`src/rtl/stopwatch_core.sv`:
```
// Stopwatch timekeeping core: button conditioning, 0.01 s prescaler and SS.hh BCD count.
// Define STOPWATCH_LAP_EN to build the lap (display freeze) feature; the default build omits it.
module stopwatch_core #(
  parameter int unsigned CLK_HZ  = 100000000,
  parameter int unsigned TICK_HZ = 100
) (
  input  logic       clk,
  input  logic       reset,
  input  logic       startStop,
  input  logic       clear,
  input  logic       lap,
  output logic [3:0] digit1,
  output logic [3:0] digit2,
  output logic [3:0] digit3,
  output logic [3:0] digit4,
  output logic       running,
  output logic       maxed
);

  localparam int unsigned DIV = CLK_HZ / TICK_HZ;
  localparam int unsigned PW  = $clog2(DIV);
  localparam logic [PW-1:0] PRESC_LAST = PW'(DIV - 1);

  localparam int BTN_SS  = 0;
  localparam int BTN_CLR = 1;
`ifdef STOPWATCH_LAP_EN
  localparam int BTN_LAP = 2;
  localparam int NBTN    = 3;
`else
  localparam int NBTN    = 2;
`endif

  typedef enum logic [1:0] {IDLE, RUN, PAUSE, MAXED} state_e;
  typedef logic [3:0][3:0] bcd4_t;

  logic [NBTN-1:0] btn_raw;
  logic [NBTN-1:0] btn_meta_q, btn_meta_d;
  logic [NBTN-1:0] btn_sync_q, btn_sync_d;
  logic [NBTN-1:0] btn_prev_q, btn_prev_d;
  logic [NBTN-1:0] btn_pulse;
  logic            ss_pulse, clr_pulse;

  state_e          state_q, state_d;
  logic [PW-1:0]   presc_q, presc_d;
  bcd4_t           dig_q, dig_d;
  logic            running_q, running_d;
  logic            maxed_q, maxed_d;
  logic            tick;
  logic            at_max;

`ifdef STOPWATCH_LAP_EN
  assign btn_raw = {lap, clear, startStop};
`else
  assign btn_raw = {clear, startStop};
  logic lap_unused;
  assign lap_unused = lap;
`endif

  // Two-flop synchronizer followed by a one-cycle rising-edge detector per button.
  always_comb begin
    btn_meta_d = btn_raw;
    btn_sync_d = btn_meta_q;
    btn_prev_d = btn_sync_q;
    btn_pulse  = btn_sync_q & ~btn_prev_q;
  end

  assign ss_pulse  = btn_pulse[BTN_SS];
  assign clr_pulse = btn_pulse[BTN_CLR];

  function automatic bcd4_t bcd_inc(input bcd4_t v);
    bcd4_t r;
    logic  carry;
    r     = v;
    carry = 1'b1;
    for (int i = 0; i < 4; i++) begin
      if (carry) begin
        if (r[i] == 4'd9) begin
          r[i] = 4'd0;
        end else begin
          r[i]  = r[i] + 4'd1;
          carry = 1'b0;
        end
      end
    end
    return r;
  endfunction

  assign tick   = (state_q == RUN) && (presc_q == PRESC_LAST);
  assign at_max = (dig_q == {4'd9, 4'd9, 4'd9, 4'd9});

  always_comb begin
    // NOTE: every signal gets a default first so no path through the case leaves it unassigned (no latch).
    state_d = state_q;
    presc_d = presc_q;
    dig_d   = dig_q;

    if (state_q == RUN) begin
      presc_d = tick ? '0 : presc_q + 1'b1;
    end

    unique case (state_q)
      IDLE: begin
        if (ss_pulse) state_d = RUN;
      end
      RUN: begin
        if (tick && at_max) begin
          state_d = MAXED;
        end else begin
          if (tick) dig_d = bcd_inc(dig_q);
          if (ss_pulse) state_d = PAUSE;
        end
      end
      PAUSE: begin
        if (clr_pulse) begin
          state_d = IDLE;
          presc_d = '0;
          dig_d   = '0;
        end else if (ss_pulse) begin
          state_d = RUN;
        end
      end
      MAXED: begin
        if (clr_pulse) begin
          state_d = IDLE;
          presc_d = '0;
          dig_d   = '0;
        end
      end
      default: state_d = IDLE;
    endcase

    running_d = (state_d == RUN);
    maxed_d   = (state_d == MAXED);
  end

  always_ff @(posedge clk or posedge reset) begin
    if (reset) begin
      btn_meta_q <= '0;
      btn_sync_q <= '0;
      btn_prev_q <= '0;
      state_q    <= IDLE;
      presc_q    <= '0;
      dig_q      <= '0;
      running_q  <= 1'b0;
      maxed_q    <= 1'b0;
    end else begin
      // NOTE: non-blocking assignments so every flop samples pre-edge values, whatever the statement order.
      btn_meta_q <= btn_meta_d;
      btn_sync_q <= btn_sync_d;
      btn_prev_q <= btn_prev_d;
      state_q    <= state_d;
      presc_q    <= presc_d;
      dig_q      <= dig_d;
      running_q  <= running_d;
      maxed_q    <= maxed_d;
    end
  end

  assign running = running_q;
  assign maxed   = maxed_q;

`ifdef STOPWATCH_LAP_EN
  logic  frozen_q, frozen_d;
  bcd4_t disp_q, disp_d;

  // The display copy tracks the next count unless frozen, so release shows the live count at once.
  always_comb begin
    frozen_d = frozen_q;
    if (frozen_q) begin
      if (btn_pulse[BTN_LAP] || clr_pulse || (state_d != RUN)) frozen_d = 1'b0;
    end else if ((state_q == RUN) && (state_d == RUN) && btn_pulse[BTN_LAP]) begin
      frozen_d = 1'b1;
    end
    disp_d = frozen_d ? disp_q : dig_d;
  end

  always_ff @(posedge clk or posedge reset) begin
    if (reset) begin
      frozen_q <= 1'b0;
      disp_q   <= '0;
    end else begin
      frozen_q <= frozen_d;
      disp_q   <= disp_d;
    end
  end

  assign {digit4, digit3, digit2, digit1} = disp_q;
`else
  assign {digit4, digit3, digit2, digit1} = dig_q;
`endif

endmodule

```
`config.mk`:
```
export PLATFORM = sky130hd
export DESIGN_NAME = stopwatch_core
export DESIGN_NICKNAME = d
export VERILOG_FILES = /design/src/rtl/stopwatch_core.sv
export SDC_FILE = /design/constraint.sdc
export NUM_CORES = 1
export LEC_CHECK = 0
export ABC_CLOCK_PERIOD_IN_PS = 3550
export CORE_MARGIN = 1
export CORE_UTILIZATION = 45
export DETAILED_ROUTE_END_ITERATION = 8
export PLACE_DENSITY = 0.65
export SLEW_MARGIN = 25
export SYNTH_ARGS = -nofsm -noshare
export SYNTH_HDL_FRONTEND = slang
export SYNTH_SLANG_ARGS = --single-unit
export TNS_END_PERCENT = 5
```
`constraint.sdc`:
```
create_clock -name clk -period 3.55 [get_ports clk]
set_clock_uncertainty 0.2 [all_clocks]
set_input_delay 0.355 -clock clk [delete_from_list [all_inputs] [get_ports clk]]
set_output_delay 0.355 -clock clk [all_outputs]
set_load 0.02 [all_outputs]
```
# Word level (Yosys, flattened, before mapping)
# Cells that the tools add are included.
dict set report totals {
  rom_bits 0
  output_inout_bits 18
  latchBits 0
  n_memories 0
  ram_bits 0
  wordCells 79
  regBits 46
}
dict set report op_classes {
  bitwise_logic 2
  shift 0
  multipliers 0
  order_cmp 0
  add_sub_neg 5
  reduce_logical 9
  mux 35
  eq_ne 17
  n_div 0
}
# operator n
set ops {}
lappend ops {{2-to-1 mux 20 bit} 4}
lappend ops {{2-to-1 mux 16 bit} 3}
lappend ops {{case mux 16 bit (2 select lines)} 1}
lappend ops {{2-to-1 mux 4 bit} 7}
lappend ops {{adder 20 x 1 -> 20 bit (second input constant)} 1}
lappend ops {{== test 20 bit (second input constant)} 1}
lappend ops {{adder 4 x 1 -> 4 bit (second input constant)} 4}
lappend ops {{== test 16 bit (second input constant)} 1}
lappend ops {{== test 4 bit (second input constant)} 4}
lappend ops {{AND reduction 5 bit} 3}
lappend ops {{2-to-1 mux 1 bit} 14}
lappend ops {{2-to-1 mux 2 bit} 5}
lappend ops {{!= test 2 x 1 -> 1 bit (second input constant)} 4}
lappend ops {{case mux 2 bit (4 select lines)} 1}
lappend ops {{== test 2 bit (second input constant)} 3}
lappend ops {{== test 2 x 1 -> 1 bit (second input constant)} 2}
lappend ops {{!= test 2 bit (second input constant)} 2}
lappend ops {{AND reduction 4 bit} 1}
lappend ops {{bitwise AND 2 bit} 1}
lappend ops {{logical AND 1 bit} 2}
lappend ops {{zero test 2 bit} 1}
lappend ops {{NOT 2 bit} 1}
lappend ops {{nonzero test 2 bit} 1}
lappend ops {{OR reduction 2 bit} 1}

# Longest topological paths before layout
# Gate-level depths: netlist of the first run.
dict set report depth {
  depth_word 17
  mapped_depth 8
  mapped_depth_nobuf 7
}

# Worst setup path before layout of the first run
# No wires, ideal clock.
dict set report synth_path {
  path_kind {register -> register}
  start {reg presc_q[6]}
  end {reg dig_q, in the netlist digit2[3]}
  setup_time_ps 124
  t_arrival_ps 2561
  synth_period_minus_slack_ps 2885
  required_ps 3226
  stages_incl_launch_ff 7
  path_slack_ps 665
  path_cell_list {dfrtp_1 -> or4_4 -> or4_4 -> or4b_1 -> buf_2 -> and2_4 -> a211o_1}
}
dict set report synth_between {
  elab_chain_cells 5
}
# element line_no
set synth_lines {}
lappend synth_lines {{start, declared} 44} ;# logic [PW-1:0] presc_q, presc_d;
lappend synth_lines {{start signal, assigned} 152} ;# presc_q <= presc_d;
lappend synth_lines {{== test 20 bit *} 88} ;# assign tick = (state_q == RUN) && (presc_q == PRESC_LAST);
lappend synth_lines {{logical AND 1 bit *} 88}
lappend synth_lines {{logical AND 1 bit} 106} ;# if (tick && at_max) begin
lappend synth_lines {{!= test 2 bit (no line)} --}
lappend synth_lines {{AND reduction 5 bit (no line) *} --}
lappend synth_lines {{end signal, assigned} 153} ;# dig_q <= dig_d;
lappend synth_lines {{end, declared} 45} ;# bcd4_t dig_q, dig_d;
# Mark *: on every way between the ends. The rest lies on a longest branch, timed or not.
# A chain may end at the register's enable or synchronous reset.

# Worst setup path after layout of the first run
# Ends and elaborated chain as after synthesis.

==> impl_metrics.csv, run 1 <==
group,metric,value,unit
run_status,status,"finished, final reports clean",
die,dieArea,0.00555,sq mm
run,drv_cap,0,
sta,rsz0062_at_grt,"no",
power,p_int,0.995,mW
cells_and_area,antennaDiodeCount,0,
drt,drt_pre_antenna_iters,4,
clock_network,clockBufferDepth,2,
setup_path,crit_fanout,6,
die,start_util,46.6,%
cells_and_area,layout.nets,281,
setup_path,crit_chain,"or4_4 > or4_4 > or4b_1 > and2_4 > a211o_1",
logic_synthesis,yosysTopAreaCell,"dfrtp_1",
logic_synthesis,ys_warn_count,0,
logic_synthesis,postSynthCellCount,240,
power,p_switching,0.491,mW
setup_path,crit_type,"flip-flop to flip-flop",
power,vdd_drop_max,0.295,mV
clock_network,cts_hold_buf,0,
sta,setup_viol,0,
setup_path,slowest_delay,0.65,ns
logic_synthesis,ys_ff_latch,46,
global_routing,grt_max_degree,47,
power,pwr-share-clk,25.6,%
setup_path,critPathSlowestCell,"or4b_1",
logic_synthesis,synth_area,0.00237,sq mm
clock_network,root_buffer,"clkbuf_8",
setup_path,critPathMostFrequentCell,"or4_4",
setup_path,startpoint_type,"flip-flop",
global_routing,grt-ovfl-total,0,
clock_network,post_cts_buffers,0,
global_routing,antenna_found_initial,0,
logic_synthesis,synth_edf_count,0,
clock_network,clk_pin_slew,0.08,ns
power,seqPwrFrac,47.1,%
worst_hold_path,holdCritPathClass,"flip-flop to flip-flop",
clock_network,cts_sinks,46,
logic_synthesis,syn-num-nets,254,
sta,slew_headroom,43.1,%
logic_synthesis,yosys_most_used_dff,"dfrtp_1",
sta,worstMarginPinSlew,0.846,ns
setup_path,cp.arrival,3.04,ns
drt,drtIter0Drc,76,
drt,ant_nets,0,
placed_design,gp_congestion,0.796,
placed_design,port_buffers,21,
drt,drt-wirelength-per-cell,13.4,um
setup_path,critical_path_required,3.53,ns
cells_and_area,drive_gt1_share,6.34,%
die,placementRows,26,
sta,max_freq,0.328,GHz
die,io_pins,23,
setup_path,cp-end-kind,"flip-flop",
global_routing,grt_pass1_wl,7890,um
logic_synthesis,ys_top_cells_by_area,"dfrtp_1, xor2_1, ha_1",
die,chipHeight,74.5,um
sta,timing.final.crit_share,86.0,%
drt,via_count,1828,
power,pwr-share-comb,27.3,%
clock_network,cts_inserted_buffers,5,
drt,drc,0,
clock_network,cts_tree,"done",
sta,holdWs,0.159,ns
clock_network,clock_latency,0.29,ns
logic_synthesis,async_flop_share,100,%
cells_and_area,fillCellCount,471,
cells_and_area,synthToLayoutAreaGrowth,17.5,%
sta,final_hold_viol_count,0,
power,pwr_density_cell,534,mW/mm^2
power,swShare,33.0,%
sta,drv_slew,0,
logic_synthesis,syn_avg_cell_area,9.86,sq um
die,fp.coreArea,0.00507,sq mm
die,die_x,74.5,um
global_routing,grt_pass1_vias,1744,
logic_synthesis,ys_types,44,
drt,wl,4540,um
global_routing,grtUsageTotal,18.3,%
sta,final.setup.tns,0,ns
sta,period_minus_slack,3.05,ns
power,p_leak,1.19,nW
logic_synthesis,synth_top_area_share,48.6,%
logic_synthesis,yosysSeqAreaShare,48.6,%
clock_network,htreeDepth,2,
clock_network,cts-resized-gates,0,
placed_design,hpwl,3280,um
drt,via_per_inst,5.41,
cell families after synthesis:
family,after synthesis,share of synthesized area (%)
adder cells (fa/ha/maj),9,4.76
AO/OA/AOI/OAI,39,11.4
buffers and inverters,12,1.96
multiplexers,1,0.423
XOR/XNOR,17,6.29
flip-flops,46,48.6
AND/OR/NAND/NOR,116,26.5
metal layers:
metal,GRT usage [%],routed length [um],vias up
li1,-,-,921
met1,24.8,2220,879
met2,30.0,2180,22
met3,3.25,91,6
met4,5.66,45,0
met5,0,0,-
layout make-up:
type,instances,area (sq um),area share [%]
flip-flops and latches,46,1150,41.4
clock inverters,2,37.5,1.35
inverters,8,31.3,1.12
multi-input cells,182,1170,42.0
repair buffers,24,233,8.36
clock buffers,6,72.6,2.61
well taps,70,87.6,3.15
through the flow:
step                instance area, sq um  power, mW  utilization [%]  worst slack (ns)  cells
finish                              2780       1.49             54.8             0.497    338
global route                        2780       1.58             54.8             0.435    338
CTS                                 2780       1.51             54.8             0.496    338
detailed placement                  2670       1.12             52.6             0.513    330
global placement                    2670       1.11             52.6             0.541    330
floorplan                           2370      0.962                -             0.665    240
critical path: cells and delay by family, from the launching register on:
| family | cells | cell delay, ns |
|---|---|---|
| simple gates | 4 | 2.01 |
| flops | 1 | 0.45 |
| compound gates | 1 | 0.29 |
state kept, by name, summed over array words and instances, names as in the netlist, 4 cells and up:
register	flops
digit3	4
digit4	4
presc_q	20
digit2	4
digit1	4
layout by cell type, fill, tap and decap left out, types with 2 or more instances in the layout:
master / count
a21oi_1: 7
nor2_1: 27
nor3b_1: 2
or4_1: 3
or3_1: 5
dfrtp_1: 46
o31ai_1: 5
nor3_1: 7
clkdlybuf4s50_1: 21
nand4_1: 5
and4_1: 3
a21boi_0: 2
buf_4: 3
nand3_1: 15
xnor2_1: 2
nand3b_1: 7
and3_1: 3
o41ai_1: 3
xor2_1: 15
nand2b_1: 8
a31oi_1: 4
nand2_1: 17
nor4_1: 5
nor2b_1: 3
or4_4: 2
o21ai_0: 7
ha_1: 9
inv_1: 7
clkbuf_8: 5
power by group through the flow:
stage	sequential, mW	clock [mW]	combinational [mW]
final	0.699	0.381	0.406
after CTS	0.700	0.396	0.413
after global placement	0.710	0	0.404
after global routing	0.717	0.416	0.452
after floorplan	0.728	0	0.235
after detailed placement	0.710	0	0.411
worst paths after layout:
kind,start,end,slack [ns],depth (start not counted)
hold / removal,btn_meta_q[0],btn_prev_d[0],0.16,0
hold reg to reg,btn_meta_q[0],btn_prev_d[0],0.16,0
max in group asynchronous,reset,running,2.40,2
setup reg to reg,presc_q[6],digit2[3],0.50,5
setup / recovery,presc_q[6],digit2[3],0.50,5
min in group asynchronous,reset,digit1[1],0.30,2
cell usage after synthesis, types with 2 or more instances:
cell type and instances:
nand2_1 17, a31oi_1 4, clkbuf_1 3, nand3_1 15, a21boi_0 2, xor2_1 15, inv_1 8, o21ai_0 7
or4_4 2, o31ai_1 5, nand4_1 5, or3_1 5, dfrtp_1 46, o41ai_1 3, nand3b_1 7, nor4_1 5
nor2_1 27, a21oi_1 7, xnor2_1 2, nor3b_1 2, nand2b_1 8, and3_1 3, and4_1 3, ha_1 9
or4_1 3, nor3_1 7, nor2b_1 3
(Power assumes the default switching activity.)
==> run 2, diff against run 1 <==
- CTS_CLUSTER_SIZE: default -> 8
==> results of run 2 <==
The final DEF is identical to that of run 1; final timing and power are the same.
==> run 3, diff against run 2 <==
- ABC_CLOCK_PERIOD_IN_PS: 3550 -> default
- CTS_BUF_LIST: default -> sky130_fd_sc_hd__clkbuf_8 sky130_fd_sc_hd__clkbuf_16
- SKIP_CTS_REPAIR_TIMING: default -> 1
==> impl_metrics.csv, run 3 (same netlist as run 1, synthesis figures left out) <==
group,metric,value,unit
clock_network,cts_inserted_buffers,5,
placed_design,dpl_cell_area,0.00267,sq mm
placed_design,port_buffers,21,
global_routing,antenna_found_initial,0,
cells_and_area,synthToLayoutAreaGrowth,17.5,%
setup_path,crit_start,"presc_q[6]",
placed_design,gp_congestion,0.796,
clock_network,cts_tree,"done",
cells_and_area,max_flop_register,"presc_q",
cells_and_area,final_common_cell,"dfrtp_1",
drt,wl,4540,um
power,pwr_density_cell,533,mW/mm^2
cells_and_area,fillCellCount,471,
die,start_util,46.6,%
setup_path,crit_end,"digit2[3]",
global_routing,grt_max_degree,47,
global_routing,grt_pass1_wl,7890,um
setup_path,critPathSlowestCell,"or4b_1",
setup_path,timing.rr.end,"digit2[3]",
power,pwr-share-comb,27.4,%
sta,final_hold_viol_count,0,
cells_and_area,fin_area,0.00278,sq mm
cells_and_area,antennaDiodeCount,0,
clock_network,clock_latency,0.29,ns
drt,drc,0,
power,pwr-share-clk,25.5,%
setup_path,startpoint_type,"flip-flop",
die,fp.coreArea,0.00507,sq mm
sta,holdWs,0.159,ns
clock_network,clockBufferDepth,2,
run_status,status,"finished, final reports clean",
cells_and_area,final_cell_mix,"dfrtp_1, nor2_1, clkdlybuf4s50_1, nand2_1",
worst_hold_path,min_path_cells,0,
power,seqPwrFrac,47.1,%
cells_and_area,drive_gt1_share,6.34,%
setup_path,critical_path_required,3.53,ns
sta,drv_slew,0,
drt,ant_nets,0,
global_routing,grt_pass1_vias,1744,
setup_path,slowest_delay,0.65,ns
setup_path,reg2reg_depth,5,
die,io_pins,23,
placed_design,dp_slack,0.513,ns
setup_path,cp_num_buf_inv,0,
drt,drtIter0Drc,76,
sta,rsz0062_at_grt,"no",
power,p_leak,1.20,nW
setup_path,crit_type,"flip-flop to flip-flop",
drt,drt_pre_antenna_iters,4,
power,vdd_drop_max,0.295,mV
cells_and_area,largest_reg_flops,20,
clock_network,clk_pin_slew,0.08,ns
clock_network,htreeDepth,2,
setup_path,cp.arrival,3.04,ns
drt,drt-wirelength-per-cell,13.4,um
setup_path,crit_fanout,6,
cells_and_area,layout.nets,281,
die,die_x,74.5,um
sta,slew_headroom,43.1,%
power,p_switching,0.491,mW
die,chipHeight,74.5,um
setup_path,critPathMostFrequentCell,"or4_4",
clock_network,cts_sinks,46,
power,p_int,0.992,mW
setup_path,r2r_slack,0.50,ns
placed_design,hpwl,3280,um
setup_path,cp-end-kind,"flip-flop",
setup_path,crit_family,"simple AND/OR/NAND/NOR gates",
sta,timing.final.crit_share,86.0,%
drt,via_per_inst,5.41,
die,dieArea,0.00555,sq mm
setup_path,crit_chain,"or4_4 > or4_4 > or4b_1 > and2_4 > a211o_1",
setup_path,crit_cells,5,
global_routing,grtUsageTotal,18.3,%
worst_hold_path,holdCritPathClass,"flip-flop to flip-flop",
sta,fin_ws,0.496,ns
sta,max_freq,0.327,GHz
setup_path,rr_startpoint,"presc_q[6]",
sta,period_minus_slack,3.05,ns
power,swShare,33.1,%
run,drv_cap,0,
sta,final.setup.tns,0,ns
drt,via_count,1828,
global_routing,grt-ovfl-total,0,
sta,worstMarginPinSlew,0.846,ns
sta,setup_viol,0,
die,placementRows,26,
clock_network,root_buffer,"clkbuf_8",
-- run 3: cell count changes in the layout (fill, tap and decap cells not counted), sizes merged --
| cell | change |
|---|---|
| clkbuf | -1 |
| inv | +1 |
-- run 3: how the worst min path moves through the flow --
stage                        from  slack [ns]             to
floorplan           btn_meta_q[0]        0.13  btn_prev_d[0]
global placement    btn_meta_q[0]        0.13  btn_prev_d[0]
detailed placement  btn_meta_q[0]        0.14  btn_prev_d[0]
CTS                 btn_meta_q[0]        0.16  btn_prev_d[0]
global route        btn_meta_q[0]        0.17  btn_prev_d[0]
finish              btn_meta_q[0]        0.16  btn_prev_d[0]
-- run 3: layout make-up --
class                      instances  area [sq um]  area share, %
tap                               70          87.6           3.15
clock buffer                       5          68.8           2.47
multi-input combinational        182          1170           42.0
clock inverter                     3          41.3           1.48
sequential                        46          1150           41.4
timing repair buffer              24           233           8.36
inverter                           8          31.3           1.12
-- run 3: stage by stage --
stage | instances | util (%) | total power [mW]
floorplan | 240 | - | 0.962
global placement | 330 | 52.6 | 1.11
detailed placement | 330 | 52.6 | 1.12
CTS | 338 | 54.8 | 1.51
global route | 338 | 54.8 | 1.58
finish | 338 | 54.8 | 1.48
-- run 3: power groups by stage --
stage	Sequential, mW	Combinational (mW)	Clock [mW]
after floorplan	0.728	0.235	0
after global placement	0.710	0.404	0
after detailed placement	0.710	0.411	0
after CTS	0.700	0.413	0.394
after global routing	0.717	0.452	0.413
final	0.699	0.406	0.378
-- run 3: per-layer routing --
layer	routed length, um	GRT usage, %	vias to the layer above
li1	-	-	921
met1	2220	24.8	879
met2	2180	30.0	22
met3	91	3.25	6
met4	45	5.66	0
met5	0	0	-
-- run 3: worst register-to-register path: stages (launching register included) --
cell	delay [ns]
dfrtp_1	0.45
or4_4	0.56
or4_4	0.56
or4b_1	0.65
and2_4	0.24
a211o_1	0.29
